<file path="config.mk">
export PLATFORM = sky130hd
export DESIGN_NAME = qr_result_streamer_flat
export DESIGN_NICKNAME = d
export VERILOG_FILES = /design/src/rtl/qr_pkg.sv /design/src/rtl/qr_result_streamer_if.sv /design/src/rtl/qr_sync_fifo.sv /design/src/rtl/qr_result_streamer.sv /design/src/flat_wrapper.sv
export SDC_FILE = /design/constraint.sdc
export NUM_CORES = 1
export LEC_CHECK = 0
export CAP_MARGIN = 15
export CORE_UTILIZATION = 55
export DETAILED_ROUTE_END_ITERATION = 8
export PLACE_DENSITY = 0.8
export SKIP_LAST_GASP = 1
export SYNTH_ARGS = -nofsm -noshare
export SYNTH_HDL_FRONTEND = slang
export SYNTH_SLANG_ARGS = --single-unit
</file>
<file path="constraint.sdc">
create_clock -name clk -period 3.84 [get_ports clk]
set_input_delay 0.96 -clock clk [delete_from_list [all_inputs] [get_ports clk]]
set_output_delay 0.96 -clock clk [all_outputs]
set_load 0.03 [all_outputs]
</file>
<file path="src/rtl/qr_pkg.sv">
// qr_result_streamer shared types and sizes.
// Matrix word geometry and FSM state encoding.
package qr_pkg;
  localparam int WIDTH  = 13;
  localparam int NWORDS = 32;
  localparam int AW     = 5;

  typedef enum logic [1:0] {
    IDLE,
    READ,
    DRAIN,
    DONE
  } qr_state_t;

  typedef struct packed {
    logic [WIDTH-1:0] data;
    logic [AW-1:0]    addr;
  } qr_word_t;
endpackage

</file>
<file path="src/rtl/qr_result_streamer_if.sv">
// Result stream bundle: valid/ready word with source address.
// master drives the word, slave returns ready.
interface qr_result_streamer_if;
  import qr_pkg::*;

  logic             m_valid;
  logic             m_ready;
  logic [WIDTH-1:0] m_data;
  logic [AW-1:0]    m_addr;
  logic             m_last;

  modport master (
    output m_valid,
    output m_data,
    output m_addr,
    output m_last,
    input  m_ready
  );

  modport slave (
    input  m_valid,
    input  m_data,
    input  m_addr,
    input  m_last,
    output m_ready
  );
endinterface

</file>
<file path="src/rtl/qr_sync_fifo.sv">
// Small first-word-fall-through FIFO with occupancy count.
// Push on full is accepted only together with a pop.
module qr_sync_fifo #(
  parameter int DEPTH = 4,
  parameter int DW    = 18
) (
  input  logic                       clk,
  input  logic                       reset,
  input  logic                       push,
  input  logic [DW-1:0]              push_data,
  input  logic                       pop,
  output logic [DW-1:0]              pop_data,
  output logic                       empty,
  output logic [$clog2(DEPTH):0]     count
);
  localparam int PW = $clog2(DEPTH);

  logic [DW-1:0] mem [DEPTH];
  logic [PW-1:0] wptr;
  logic [PW-1:0] rptr;
  logic          full;
  logic          do_push;
  logic          do_pop;

  assign empty    = (count == '0);
  assign full     = (count == (PW+1)'(DEPTH));
  assign do_push  = push & (~full | pop);
  assign do_pop   = pop & ~empty;
  assign pop_data = mem[rptr];

  // Storage array; contents are don't-care while empty.
  always_ff @(posedge clk) begin
    if (do_push) mem[wptr] <= push_data;
  end

  // Pointer and occupancy bookkeeping.
  always_ff @(posedge clk or negedge reset) begin
    if (!reset) begin
      wptr  <= '0;
      rptr  <= '0;
      count <= '0;
    end else begin
      if (do_push) wptr <= wptr + 1'b1;
      if (do_pop)  rptr <= rptr + 1'b1;
      unique case ({do_push, do_pop})
        2'b10:   count <= count + 1'b1;
        2'b01:   count <= count - 1'b1;
        default: count <= count;
      endcase
    end
  end
endmodule

</file>
<file path="src/rtl/qr_result_streamer.sv">
// Dumps the QR_CORDIC result RAM in address order
// onto a valid/ready stream once the core finishes.
module qr_result_streamer
  import qr_pkg::*;
#(
  parameter int DEPTH = 4
) (
  input  logic                 clk,
  input  logic                 reset,
  input  logic                 start,
  output logic                 matr_rd,
  output logic [AW-1:0]        matr_rd_addr,
  input  logic [WIDTH-1:0]     matr_di,
  qr_result_streamer_if.master m,
  output logic                 busy,
  output logic                 dump_done
);
  localparam int CW = $clog2(DEPTH) + 1;

  qr_state_t       state;
  logic            start_q;
  logic            launch;
  logic [AW-1:0]   rd_cnt;
  logic [CW-1:0]   fifo_count;
  logic [CW:0]     used;
  logic            credit_ok;
  logic            fifo_empty;
  logic            pop;
  qr_word_t        push_word;
  qr_word_t        head;

  assign launch    = start & ~start_q & (state == IDLE);
  assign used      = (CW+1)'(fifo_count) + (CW+1)'(matr_rd);
  assign credit_ok = used < (CW+1)'(DEPTH);

  assign push_word.data = matr_di;
  assign push_word.addr = matr_rd_addr;

  assign pop       = m.m_valid & m.m_ready;
  assign m.m_valid = ~fifo_empty;
  assign m.m_data  = m.m_valid ? head.data : '0;
  assign m.m_addr  = m.m_valid ? head.addr : '0;
  assign m.m_last  = m.m_valid & (head.addr == AW'(NWORDS-1));

  // Previous start level; resets high so a level held
  // across reset release needs a fresh rising edge.
  always_ff @(posedge clk or negedge reset) begin
    if (!reset) start_q <= 1'b1;
    else        start_q <= start;
  end

  // Dump sequencer with registered read port and status.
  always_ff @(posedge clk or negedge reset) begin
    if (!reset) begin
      state        <= IDLE;
      rd_cnt       <= '0;
      matr_rd      <= 1'b0;
      matr_rd_addr <= '0;
      busy         <= 1'b0;
      dump_done    <= 1'b0;
    end else begin
      matr_rd   <= 1'b0;
      dump_done <= 1'b0;
      unique case (state)
        IDLE: begin
          if (launch) begin
            state  <= READ;
            busy   <= 1'b1;
            rd_cnt <= '0;
          end
        end
        READ: begin
          if (credit_ok) begin
            matr_rd      <= 1'b1;
            matr_rd_addr <= rd_cnt;
            if (rd_cnt == AW'(NWORDS-1)) state <= DRAIN;
            else rd_cnt <= rd_cnt + 1'b1;
          end
        end
        DRAIN: begin
          if (pop & m.m_last) begin
            state     <= DONE;
            busy      <= 1'b0;
            dump_done <= 1'b1;
          end
        end
        DONE: state <= IDLE;
        default: state <= IDLE;
      endcase
    end
  end

  qr_sync_fifo #(
    .DEPTH (DEPTH),
    .DW    (WIDTH + AW)
  ) u_fifo (
    .clk       (clk),
    .reset     (reset),
    .push      (matr_rd),
    .push_data (push_word),
    .pop       (pop),
    .pop_data  (head),
    .empty     (fifo_empty),
    .count     (fifo_count)
  );
endmodule

</file>
<file path="src/flat_wrapper.sv">
// flat-port wrapper written by rule: the top's interface ports become plain ports
module qr_result_streamer_flat import qr_pkg::*;
#(
  parameter int DEPTH = 4
)
  (clk, reset, start, matr_rd, matr_rd_addr, matr_di, busy, dump_done, m_m_valid, m_m_data, m_m_addr, m_m_last, m_m_ready);
  qr_result_streamer_if m_i ();
  input  logic clk;
  input  logic reset;
  input  logic start;
  output logic matr_rd;
  output logic [AW-1:0] matr_rd_addr;
  input  logic [WIDTH-1:0] matr_di;
  output logic busy;
  output logic dump_done;
  output wire logic [$bits(m_i.m_valid)-1:0] m_m_valid;
  output wire logic [$bits(m_i.m_data)-1:0] m_m_data;
  output wire logic [$bits(m_i.m_addr)-1:0] m_m_addr;
  output wire logic [$bits(m_i.m_last)-1:0] m_m_last;
  input wire logic [$bits(m_i.m_ready)-1:0] m_m_ready;
  assign m_m_valid = m_i.m_valid;
  assign m_m_data = m_i.m_data;
  assign m_m_addr = m_i.m_addr;
  assign m_m_last = m_i.m_last;
  assign m_i.m_ready = m_m_ready;
  qr_result_streamer #(.DEPTH(DEPTH)) u_core (.clk(clk), .reset(reset), .start(start), .matr_rd(matr_rd), .matr_rd_addr(matr_rd_addr), .matr_di(matr_di), .m(m_i), .busy(busy), .dump_done(dump_done));
endmodule
</file>
Word-level counts from Yosys, hierarchy flattened
Memory sizes are Yosys's and may differ from the RTL's.
Cells that the tools add are included.
{"block": "totals", "output_inout_bits": 28, "ram_bits": 72, "n_memories": 1, "register_bits": 23, "input_bits": 17}
{"memory": "u_core.u_fifo.mem", "depth": 4, "word_bits": 18, "read_ports": 1, "rd_ports_with_merged_regs": 0, "wr": 1, "line": "qr_sync_fifo.sv:18", "rtl": "logic [DW-1:0] mem [DEPTH];"}
{"block": "classes", "n_addsub": 6, "magnitude_cmp": 1, "n_reduce_logical": 9, "muxes": 21, "bitwise_logic": 11, "n_eq_ne": 13}
{"operator": "$mux W5", "n": 4}
{"operator": "$mux W13", "n": 1}
{"operator": "$eq A5 B5 Y1 const B", "n": 2}
{"operator": "$pmux W5 S2", "n": 1}
{"operator": "$mux W1", "n": 8}
{"operator": "$mux W2", "n": 4}
{"operator": "$ne A2 B1 Y1 const B", "n": 4}
{"operator": "$pmux W2 S4", "n": 1}
{"operator": "$reduce_and A4 Y1", "n": 2}
{"operator": "$and A1 B1 Y1", "n": 7}
{"operator": "$eq A2 B2 Y1 const B", "n": 3}
{"operator": "$pmux W3 S2", "n": 1}
{"operator": "$reduce_bool A2 Y1", "n": 3}
{"operator": "$add A5 B1 Y5 const B", "n": 1}
{"operator": "$add A2 B1 Y2 const B", "n": 2}
{"operator": "$add A3 B1 Y4", "n": 1}
{"operator": "$eq A2 B1 Y1 const B", "n": 2}
{"operator": "$lt A4 B3 Y1 const B", "n": 1}
{"operator": "$add A3 B1 Y3 const B", "n": 1}
{"operator": "$eq A3 B3 Y1 const B", "n": 1}
{"operator": "$logic_not A3 Y1", "n": 1}
{"operator": "$not A1 Y1", "n": 3}
{"operator": "$reduce_and A3 Y1", "n": 1}
{"operator": "$sub A3 B1 Y3 const B", "n": 1}
{"operator": "5 further kinds", "n": 5}

Depth between registers and ports, before layout
Gate-level depths: netlist of run 1.
{"block": "logic_depth", "word_depth": 7, "depth_mapped": 9, "ltp_nobuf": 9}

Hierarchy
From an unflattened synthesis of run 1, not the netlist that was laid out.
{"block": "unflattened", "hier_cells": 221, "hier_area_um2": 3993.8}
{"module": "qr_sync_fifo", "seq_area_each_um2": 2337.2, "area_each_um2": 3022.9, "n_inst": 1, "cells_per_inst": 131}
{"module": "qr_result_streamer", "seq_area_each_um2": 401.6, "area_each_um2": 970.9, "n_inst": 1, "cells_per_inst": 90}

Worst setup path after synthesis of run 1
No wires, ideal clock.
{"block": "synth_timing", "path_type": "reg-to-output", "start": "reg u_core.u_fifo.rptr[0]", "end": "out m_m_data[10]", "stages_incl_launch_ff": 5, "arrival_time_ps": 1569, "n_path_buf": 2, "setup_slack_ps": 1311, "path_cell_list": "dfrtp_1 -> buf_6 -> buf_2 -> mux4_2 -> and2_1"}
{"block": "synth_via", "elab_chain_cells": 2}
{"item": "start: declaration", "line": "qr_sync_fifo.sv:20", "rtl": "logic [PW-1:0] rptr;"}
{"item": "start signal: assignment", "line": "qr_sync_fifo.sv:44", "rtl": "if (do_pop) rptr <= rptr + 1'b1;"}
{"item": "$mem_v2 Z4 W18"}
{"item": "$mux W13", "line": "qr_result_streamer.sv:41", "rtl": "assign m.m_data = m.m_valid ? head.data : '0;"}
{"item": "end: declaration", "line": "flat_wrapper.sv:17", "rtl": "output wire logic [$bits(m_i.m_data)-1:0] m_m_data;"}
No other way between the ends.

Worst setup path after layout of run 1
{"block": "layout_timing", "start": "reg u_core.u_fifo.count[0]", "end": "out m_m_last"}
{"block": "layout_via", "elab_chain_cells": 3}
{"item": "start: declaration", "line": "qr_sync_fifo.sv:14", "rtl": "output logic [$clog2(DEPTH):0] count"}
{"item": "start signal: assignment", "line": "qr_sync_fifo.sv:46", "rtl": "2'b10: count <= count + 1'b1;"}
{"item": "start signal: assignment", "line": "qr_sync_fifo.sv:47", "rtl": "2'b01: count <= count - 1'b1;"}
{"item": "start signal: assignment", "line": "qr_sync_fifo.sv:48", "rtl": "default: count <= count;"}
{"item": "$logic_not A3 Y1", "line": "qr_sync_fifo.sv:25", "rtl": "assign empty = (count == '0);"}
{"item": "$not A1 Y1", "line": "qr_result_streamer.sv:40", "rtl": "assign m.m_valid = ~fifo_empty;"}
{"item": "$and A1 B1 Y1", "line": "qr_result_streamer.sv:43", "rtl": "assign m.m_last = m.m_valid & (head.addr == AW'(NWORDS-1));"}
{"item": "end: declaration", "line": "flat_wrapper.sv:19", "rtl": "output wire logic [$bits(m_i.m_last)-1:0] m_m_last;"}
No other way between the ends.

==> results of run 1 <==
[placed cells by master, fill, tap and decap left out, drive strengths merged]
master / netlist / final
o21ai: 5 / 5
a31oi: 2 / 2
o41a: 1 / 1
clkdlybuf4s50: 0 / 44
and3: 1 / 1
xor2: 2 / 2
nor4: 1 / 1
a21oi: 3 / 3
or4b: 1 / 1
fa: 1 / 1
and2: 21 / 21
nor3: 2 / 2
a31o: 1 / 1
edfxtp: 72 / 72
dfstp: 1 / 1
ha: 10 / 10
a22o: 2 / 2
mux2i: 1 / 1
nand4: 2 / 2
clkbuf: 2 / 11
buf: 4 / 5
clkinv: 0 / 3
inv: 15 / 15
or3: 1 / 1
nand2: 10 / 10
nor2: 6 / 6
nand2b: 2 / 2
mux2: 6 / 6
dfrtp: 22 / 22
bufinv: 0 / 1
o31ai: 1 / 1
xnor2: 5 / 5
mux4: 18 / 18
clkinvlp: 0 / 1
a2111oi: 1 / 1
[metrics by stage]
stage	cell area [um^2]	total power, mW	util (%)	hold WS, ps
2_1_floorplan	3928	2.522	-	487.9
3_3_place_gp	4486	3.038	65.66	517.4
3_5_place_dp	4486	3.085	65.66	524.3
4_1_cts	4666	3.685	68.30	547.3
5_1_grt	4693	3.842	68.70	582.1
6_report	4693	3.656	68.70	540.3
[power by group through the flow]
stage / combinational [mW] / sequential [mW] / clock, mW
3_5_place_dp: 1.64 / 1.45 / 0
6_report: 1.63 / 1.43 / 0.603
5_1_grt: 1.74 / 1.45 / 0.659
4_1_cts: 1.64 / 1.43 / 0.616
3_3_place_gp: 1.61 / 1.43 / 0
2_1_floorplan: 1.07 / 1.45 / 0
[path summary, 6_finish.rpt]
kind                                   startpoint                endpoint  slack [ps]  depth (start not counted)
hold reg to reg                  u_core.rd_cnt[4]        u_core.rd_cnt[4]         540                          1
hold / removal                   u_core.rd_cnt[4]        u_core.rd_cnt[4]         540                          1
min in group asynchronous                   reset             u_core.busy         840                          1
max in group asynchronous                   reset        u_core.rd_cnt[3]        2610                          2
setup reg to reg           u_core.u_fifo.count[0]  u_core.u_fifo.count[2]        1260                          9
setup / recovery           u_core.u_fifo.count[0]                m_m_last         440                          4
[state kept, by name, indices dropped and copies added, names as in the netlist]
signal               flops
u_core.state             2
u_core.u_fifo.mem       72
u_core.rd_cnt            5
u_core.matr_rd           1
u_core.u_fifo.rptr       2
u_core.u_fifo.wptr       2
u_core.dump_done         1
u_core.matr_rd_addr      5
u_core.busy              1
u_core.start_q           1
u_core.u_fifo.count      3
[worst reg2reg max path, stage by stage, from the launching register on]
cell and delay, ps:
dfrtp_1 460, or3_1 560, nand2_1 310, inv_1 170, ha_1 190, inv_1 60
fa_1 370, xor2_1 150, nor2_1 110, xnor2_1 130
[metal layers]
metal	vias to the layer above	track usage [%]
met2	37	31.75
met1	1018	24.83
li1	947	-
met4	0	7.273
met5	-	0
met3	10	3.143
[layout make-up]
| type | count | area, um^2 | share of cell area (%) |
|---|---|---|---|
| Clock buffer | 11 | 131.4 | 2.799 |
| Clock inverter | 5 | 48.80 | 1.040 |
| Inverter | 15 | 56.30 | 1.200 |
| Multi-Input combinational cell | 106 | 1100 | 23.43 |
| Sequential cell | 95 | 2739 | 58.36 |
| Tap cell | 96 | 120.1 | 2.559 |
| Timing Repair Buffer | 49 | 498.0 | 10.61 |
[kinds of logic after synthesis]
group / share of synthesized area [%]
mux: 12.87
simple gates: 6.786
compound gates: 3.090
xor+xnor: 1.561
flops: 69.74
buf+inv: 2.262
fa+ha+maj: 3.695
==> flow_summary.yaml, run 1 <==
global_routing:
  grt_pass1_wl_mm: 10.14
  grt_pass1_vias: 2039
  grt_usage_pct: 18.82
  gr-total-overflow: 0
  antenna_found_initial: 0
  grt_max_degree: 24
placement:
  dp.cells: 360
  port_buffers: 44
  pre_cts_ws_ps: 774.5
  place.gp.congestion: 0.7960
  hpwl_mm: 4.237
route:
  drt_wl_total_mm: 6.407
  dr.pass1.iters: 4
  wl_met3_um: 213
  drt_iter0_markers: 129
  wl_met2_mm: 3.372
  final_antenna_net_count: 0
  viasPerCell: 5.337
  post_drt_wl_per_cell_um: 16.99
  vias: 2012
  drt-met1-wl_mm: 2.742
  drc: 0
  highest_layer: "met4"
power_and_ir_drop:
  power.density_nw_per_um2: 779.0
  p_int_mw: 2.345
  ir_drop_mv: 0.3358
  p_clk_share_pct: 16.5
  swShare_pct: 35.85
  pwr-share-comb_pct: 44.5
  seq_power_share_pct: 39.0
  p_switching_mw: 1.311
  p_leak_nw: 1.725
die:
  die_w_um: 86.51
  die_area_um2: 7483
  io_pins: 45
  initial_utilization_pct: 57.49
  core-area_um2: 6832
  rows: 30
  dieHeight_um: 86.51
job:
  maxCapViolCount: 0
synthesis:
  ys_ff_latch: 95
  synth_area_leaders: "edfxtp_1, dfrtp_1, mux4_2, and2_1, mux4_1"
  async_flop_share_pct: 24.21
  ys_types: 39
  syn_inst: 222
  synth_area_leader_cell: "edfxtp_1"
  synth_edf_count: 72
  synth_area_um2: 3928
  synth_ff_type: "edfxtp_1"
  yosys-top-cells-count: "edfxtp_1, dfrtp_1, and2_1, inv_1, mux4_2"
  post_synth.cell_area_avg_um2: 17.69
  ys_warn_count: 0
  syn_nets: 250
  yosysMostFrequentCell: "edfxtp_1"
  ys_seq_area_share_pct: 69.74
  synth_top_area_share_pct: 55.05
worst_setup_path:
  cp_max_fo: 20
  worst-setup-path-type: "flip-flop to output pin"
  cp_top_family: "simple AND/OR/NAND/NOR gates"
  cp_cell_sequence: "or3_1, nand2_1, nor2_1, clkdlybuf4s50_1"
  slowest_stage: "clkdlybuf4s50_1"
  crit_arrival_ps: 2440
  start_kind: "flip-flop"
  critPathCaptureType: "output pin"
  cp_num_buf_inv: 1
  required_ps: 2880
  crit_path_max_incr_delay_ps: 670
sta:
  fin_crit_sh_pct: 88.59
  fin_setup_tns_ps: 0
  rsz0062_at_grt: "false"
  slew_headroom_pct: 36.57
  post-route-min-period_ps: 3402
  hold_viol: 0
  layout_setup_ws_ps: 438.3
  slew_viol_final: 0
  setup_viol: 0
  clock.fmax_mhz: 294.0
  max_slew.worst_pin.slew_ps: 951.4
  finalClockSkew_ps: 8.743
clock_tree:
  cts_buffers: 9
  htreeDepth: 3
  clk-insertion-delay-late_ps: 350
  cts_tree: "done"
  cts_root_buffer: "clkbuf_8"
  post_cts_buffers: 0
  clkSinkCount: 95
  clockBufferDepth: 2
  holdBufCountCts: 0
  path_clk_slew_ps: 80
  post_cts_resized: 0
final_layout:
  finalNetCount: 304
  fill_cells: 470
  stdcell_count: 377
  layout-drive-gt1-share_pct: 14.95
  antenna_cells: 0
  area_growth_pct: 19.50
run_status:
  status: "finished clean"
min_path:
  hold_class: "flip-flop to flip-flop"
No activity file was read; power rests on OpenSTA's default activity.
==> inputs of run 2 (changes only) <==
--- a/config.mk
+++ b/config.mk
@@ -6,9 +6,9 @@
 export NUM_CORES = 1
 export LEC_CHECK = 0
 export CAP_MARGIN = 15
-export CORE_UTILIZATION = 55
+export CORE_UTILIZATION = 25
 export DETAILED_ROUTE_END_ITERATION = 8
-export PLACE_DENSITY = 0.8
+export PLACE_DENSITY = 0.44
 export SKIP_LAST_GASP = 1
 export SYNTH_ARGS = -nofsm -noshare
 export SYNTH_HDL_FRONTEND = slang
==> flow_summary.yaml, run 2 (same netlist as run 1, synthesis figures left out) <==
sta:
  hold_viol: 0
  slew_viol_final: 0
  slew_headroom_pct: 34.75
  fin_crit_sh_pct: 88.08
  rsz0062_at_grt: "false"
  finalClockSkew_ps: 6.902
  layout_setup_ws_ps: 457.6
  clock.fmax_mhz: 295.6
  whs_ps: 534.7
  max_slew.worst_pin.slew_ps: 978.8
  fin_setup_tns_ps: 0
  post-route-min-period_ps: 3382
  setup_viol: 0
worst_setup_path:
  start_kind: "flip-flop"
  slowest_stage: "dfrtp_1"
  required_ps: 2880
  cp_num_buf_inv: 1
  crit_path_max_incr_delay_ps: 730
  crit_arrival_ps: 2420
  critPathCaptureType: "output pin"
  worst-setup-path-type: "flip-flop to output pin"
  cp_top_family: "flip-flops"
  cp_cell_sequence: "mux4_2, nand4_2, nor2_1, clkdlybuf4s50_1"
  cp_max_fo: 12
power_and_ir_drop:
  power.density_nw_per_um2: 793.2
  ir_drop_mv: 0.3173
  p_leak_nw: 1.781
clock_tree:
  holdBufCountCts: 0
  clkSinkCount: 95
  cts_root_buffer: "clkbuf_16"
  post_cts_buffers: 0
  path_clk_slew_ps: 60
  clk-insertion-delay-late_ps: 340
  cts_tree: "done"
  htreeDepth: 3
  post_cts_resized: 0
  cts_buffers: 9
  clockBufferDepth: 2
route:
  final_antenna_net_count: 0
  drt_wl_total_mm: 7.529
  drt_iter0_markers: 108
  vias: 2003
  viasPerCell: 4.071
  post_drt_wl_per_cell_um: 15.30
  drc: 0
  dr.pass1.iters: 4
global_routing:
  gr-total-overflow: 0
  grt_pass1_wl_mm: 12.17
  grt_max_degree: 24
  grt_pass1_vias: 2211
  antenna_found_initial: 0
  grt_usage_pct: 10.29
final_layout:
  layout_common_cells: "edfxtp_1, clkdlybuf4s50_1, dfrtp_1"
  top_register: "u_core.u_fifo.mem"
  antenna_cells: 0
  seq_area_um2: 2739
  area_growth_pct: 26.22
  mostFrequentLayoutCell: "edfxtp_1"
  multi_input_area_um2: 1100
  largest_register_ffs: 72
  reg_top3: "u_core.u_fifo.mem (72), u_core.matr_rd_addr (5), u_core.rd_cnt (5)"
  stdcell_count: 492
  finalNetCount: 305
  layout-drive-gt1-share_pct: 16.01
  fill_cells: 1502
die:
  die_w_um: 127.3
  dieHeight_um: 127.3
  core-area_um2: 15260
  initial_utilization_pct: 25.74
  die_area_um2: 16220
  io_pins: 45
  rows: 45
job:
  maxCapViolCount: 0
placement:
  place.gp.congestion: 0.6754
  port_buffers: 44
  dp.cells: 477
  pre_cts_ws_ps: 768.1
  hpwl_mm: 5.053
run_status:
  status: "finished clean"
min_path:
  hold_class: "flip-flop to flip-flop"
[run 2: cell types whose count changed in the layout (fill, tap and decap cells not counted), sizes merged]
cell / change
inv: +1
clkinv: -1
clkbuf: -1
buf: +1
[run 2: worst paths after layout]
kind / end / cells past startpoint / startpoint / slack (ps)
max in group asynchronous: u_core.start_q / 2 / reset / 2580
worst min-delay path: u_core.rd_cnt[4] / 1 / u_core.rd_cnt[4] / 530
min in group asynchronous: u_core.busy / 2 / reset / 970
worst max-delay path: m_m_last / 4 / u_core.u_fifo.rptr[1] / 460
worst min register to register: u_core.rd_cnt[4] / 1 / u_core.rd_cnt[4] / 530
worst max register to register: u_core.u_fifo.count[2] / 9 / u_core.u_fifo.count[0] / 1440
[run 2: final cells by class]
cell class	instances	area share, %
multi-input cells	106	22.19
inverters	15	1.136
repair buffers	50	10.30
well taps	211	5.326
clock buffers	10	4.619
clock inverters	5	1.186
flip-flops and latches	95	55.25
[run 2: per-stage QoR]
step	utilization [%]	power, mW	area, um^2
detailed placement	30.60	3.126	4669
floorplan	-	2.522	3928
finish	32.49	3.932	4957
global placement	30.60	3.115	4669
CTS	32.49	4.005	4957
global route	32.49	4.170	4957
[run 2: power breakdown]
group	internal, mW	total (mW)	switching [mW]
Sequential	1.31	1.45	0.148
Combinational	0.753	1.61	0.854
Clock	0.502	0.871	0.368
Total	2.56	3.93	1.37
[run 2: per-layer routing]
metal	track usage [%]	part of all wire [%]	vias up
li1	-	-	949
met1	13.11	47	1008
met2	16.71	48	42
met3	3.601	4.1	4
met4	2.521	0.77	0
met5	0	0	-
==> inputs of run 3 (changes only) <==
--- a/config.mk
+++ b/config.mk
@@ -8,8 +8,9 @@
 export CAP_MARGIN = 15
 export CORE_UTILIZATION = 25
 export DETAILED_ROUTE_END_ITERATION = 8
-export PLACE_DENSITY = 0.44
+export PLACE_DENSITY = 0.45
 export SKIP_LAST_GASP = 1
+export SLEW_MARGIN = 15
 export SYNTH_ARGS = -nofsm -noshare
 export SYNTH_HDL_FRONTEND = slang
 export SYNTH_SLANG_ARGS = --single-unit
==> constraint.sdc (replaced) <==
create_clock -name clk -period 2.9 [get_ports clk]
set_input_delay 0.725 -clock clk [delete_from_list [all_inputs] [get_ports clk]]
set_output_delay 0.725 -clock clk [all_outputs]
set_load 0.03 [all_outputs]
==> flow_summary.yaml, run 3 (same netlist as run 1, synthesis figures left out) <==
run_status:
  status: "finished clean"
final_layout:
  area_growth_pct: 27.21
  layout-drive-gt1-share_pct: 20.21
  top_register: "u_core.u_fifo.mem"
  reg_top3: "u_core.u_fifo.mem (72), u_core.matr_rd_addr (5), u_core.rd_cnt (5)"
  seq_area_um2: 2739
  multi_input_area_um2: 1100
  layout_common_cells: "edfxtp_1, clkdlybuf4s50_1, dfrtp_1"
  fill_cells: 1512
  finalNetCount: 315
  mostFrequentLayoutCell: "edfxtp_1"
  largest_register_ffs: 72
  stdcell_count: 503
  antenna_cells: 0
worst_setup_path:
  cp_cell_sequence: "buf_4, mux4_1, and2_1, dlygate4sd2_1"
  required_ps: 2170
  rrSetupSlack_ps: 800
  cp_num_buf_inv: 2
  reg2reg_to: "u_core.u_fifo.count[2]"
  cp_top_family: "multiplexers"
  worstReg2RegStart: "u_core.u_fifo.count[0]"
  critPathCaptureType: "output pin"
  cp-endpoint: "m_m_addr[0]"
  worst-setup-path-type: "flip-flop to output pin"
  crit_path_start: "u_core.u_fifo.rptr[0]"
  crit_path_max_incr_delay_ps: 590
  slowest_stage: "mux4_1"
  ff2ff_path_depth: 9
  crit_cells: 4
  start_kind: "flip-flop"
  crit_arrival_ps: 2050
  cp_max_fo: 7
route:
  dr.pass1.iters: 4
  vias: 2050
  drt_wl_total_mm: 7.550
  viasPerCell: 4.076
  post_drt_wl_per_cell_um: 15.01
  final_antenna_net_count: 0
  drt_iter0_markers: 43
  drc: 0
sta:
  whs_ps: 529.5
  hold_viol: 0
  setup_viol: 0
  slew_headroom_pct: 74.34
  fin_crit_sh_pct: 95.82
  clock.fmax_mhz: 359.9
  fin_setup_tns_ps: 0
  slew_viol_final: 0
  rsz0062_at_grt: "false"
  finalClockSkew_ps: 2.611
  post-route-min-period_ps: 2779
  max_slew.worst_pin.slew_ps: 381.4
job:
  maxCapViolCount: 0
die:
  core-area_um2: 15260
  rows: 45
  initial_utilization_pct: 25.74
  io_pins: 45
  dieHeight_um: 127.3
  die_w_um: 127.3
  die_area_um2: 16220
power_and_ir_drop:
  p_leak_nw: 1.869
  power.density_nw_per_um2: 1024
  ir_drop_mv: 0.4435
min_path:
  hp-start: "u_core.rd_cnt[4]"
  hold_class: "flip-flop to flip-flop"
placement:
  dp.cells: 487
  place.gp.congestion: 0.7288
  port_buffers: 44
  hpwl_mm: 5.105
clock_tree:
  cts_root_buffer: "clkbuf_16"
  cts_buffers: 9
  cts_tree: "done"
  holdBufCountCts: 0
  clk-insertion-delay-late_ps: 340
  clkSinkCount: 95
  htreeDepth: 3
  clockBufferDepth: 2
  path_clk_slew_ps: 60
global_routing:
  grt_usage_pct: 10.49
  grt_max_degree: 24
  antenna_found_initial: 0
  grt_pass1_vias: 2299
  gr-total-overflow: 0
  grt_pass1_wl_mm: 12.43
## run 3: timing repair
item	in CTS	in global routing
setup endpoints to repair	17	0
setup buffers	0	0
gates resized for setup	17	0
## run 3: metrics by stage
stage	power [mW]	util, %	worst slack [ps]	cell area, um^2
6_report	5.116	32.74	121.2	4996
5_1_grt	5.444	32.74	26.82	4996
4_1_cts	5.228	32.74	83.52	4996
3_5_place_dp	4.179	30.98	193.5	4727
3_3_place_gp	4.166	30.98	226.0	4727
2_1_floorplan	3.339	-	605.8	3928
## run 3: layer usage
metal  track usage, %  vias to the layer above  part of all wire (%)
met5                0                        -                     0
met4            3.782                        0                   1.5
met3            4.146                        9                   5.1
met2            17.68                       40                    50
met1            12.06                     1036                    44
li1                 -                      965                     -
## run 3: final cells by class
cell class                      instances  area share [%]
Clock buffer                           10           4.583
Clock inverter                          6           1.227
Inverter                               15           1.127
Multi-Input combinational cell        106           22.01
Sequential cell                        95           54.82
Tap cell                              211           5.284
Timing Repair Buffer                   60           10.94
## run 3: worst min-delay path by stage
| stage | endpoint | cells after the start |
|---|---|---|
| 2_1_floorplan | u_core.busy | 0 |
| 3_3_place_gp | u_core.rd_cnt[4] | 1 |
| 3_5_place_dp | u_core.rd_cnt[4] | 1 |
| 4_1_cts | u_core.rd_cnt[4] | 1 |
| 5_1_grt | u_core.u_fifo.mem[2][3] | 0 |
| 6_report | u_core.rd_cnt[4] | 1 |
## run 3: where the power goes
group / switching, mW / total [mW] / internal (mW)
sequential: 0.140 / 1.87 / 1.73
combinational: 1.18 / 2.10 / 0.919
clock: 0.484 / 1.15 / 0.665
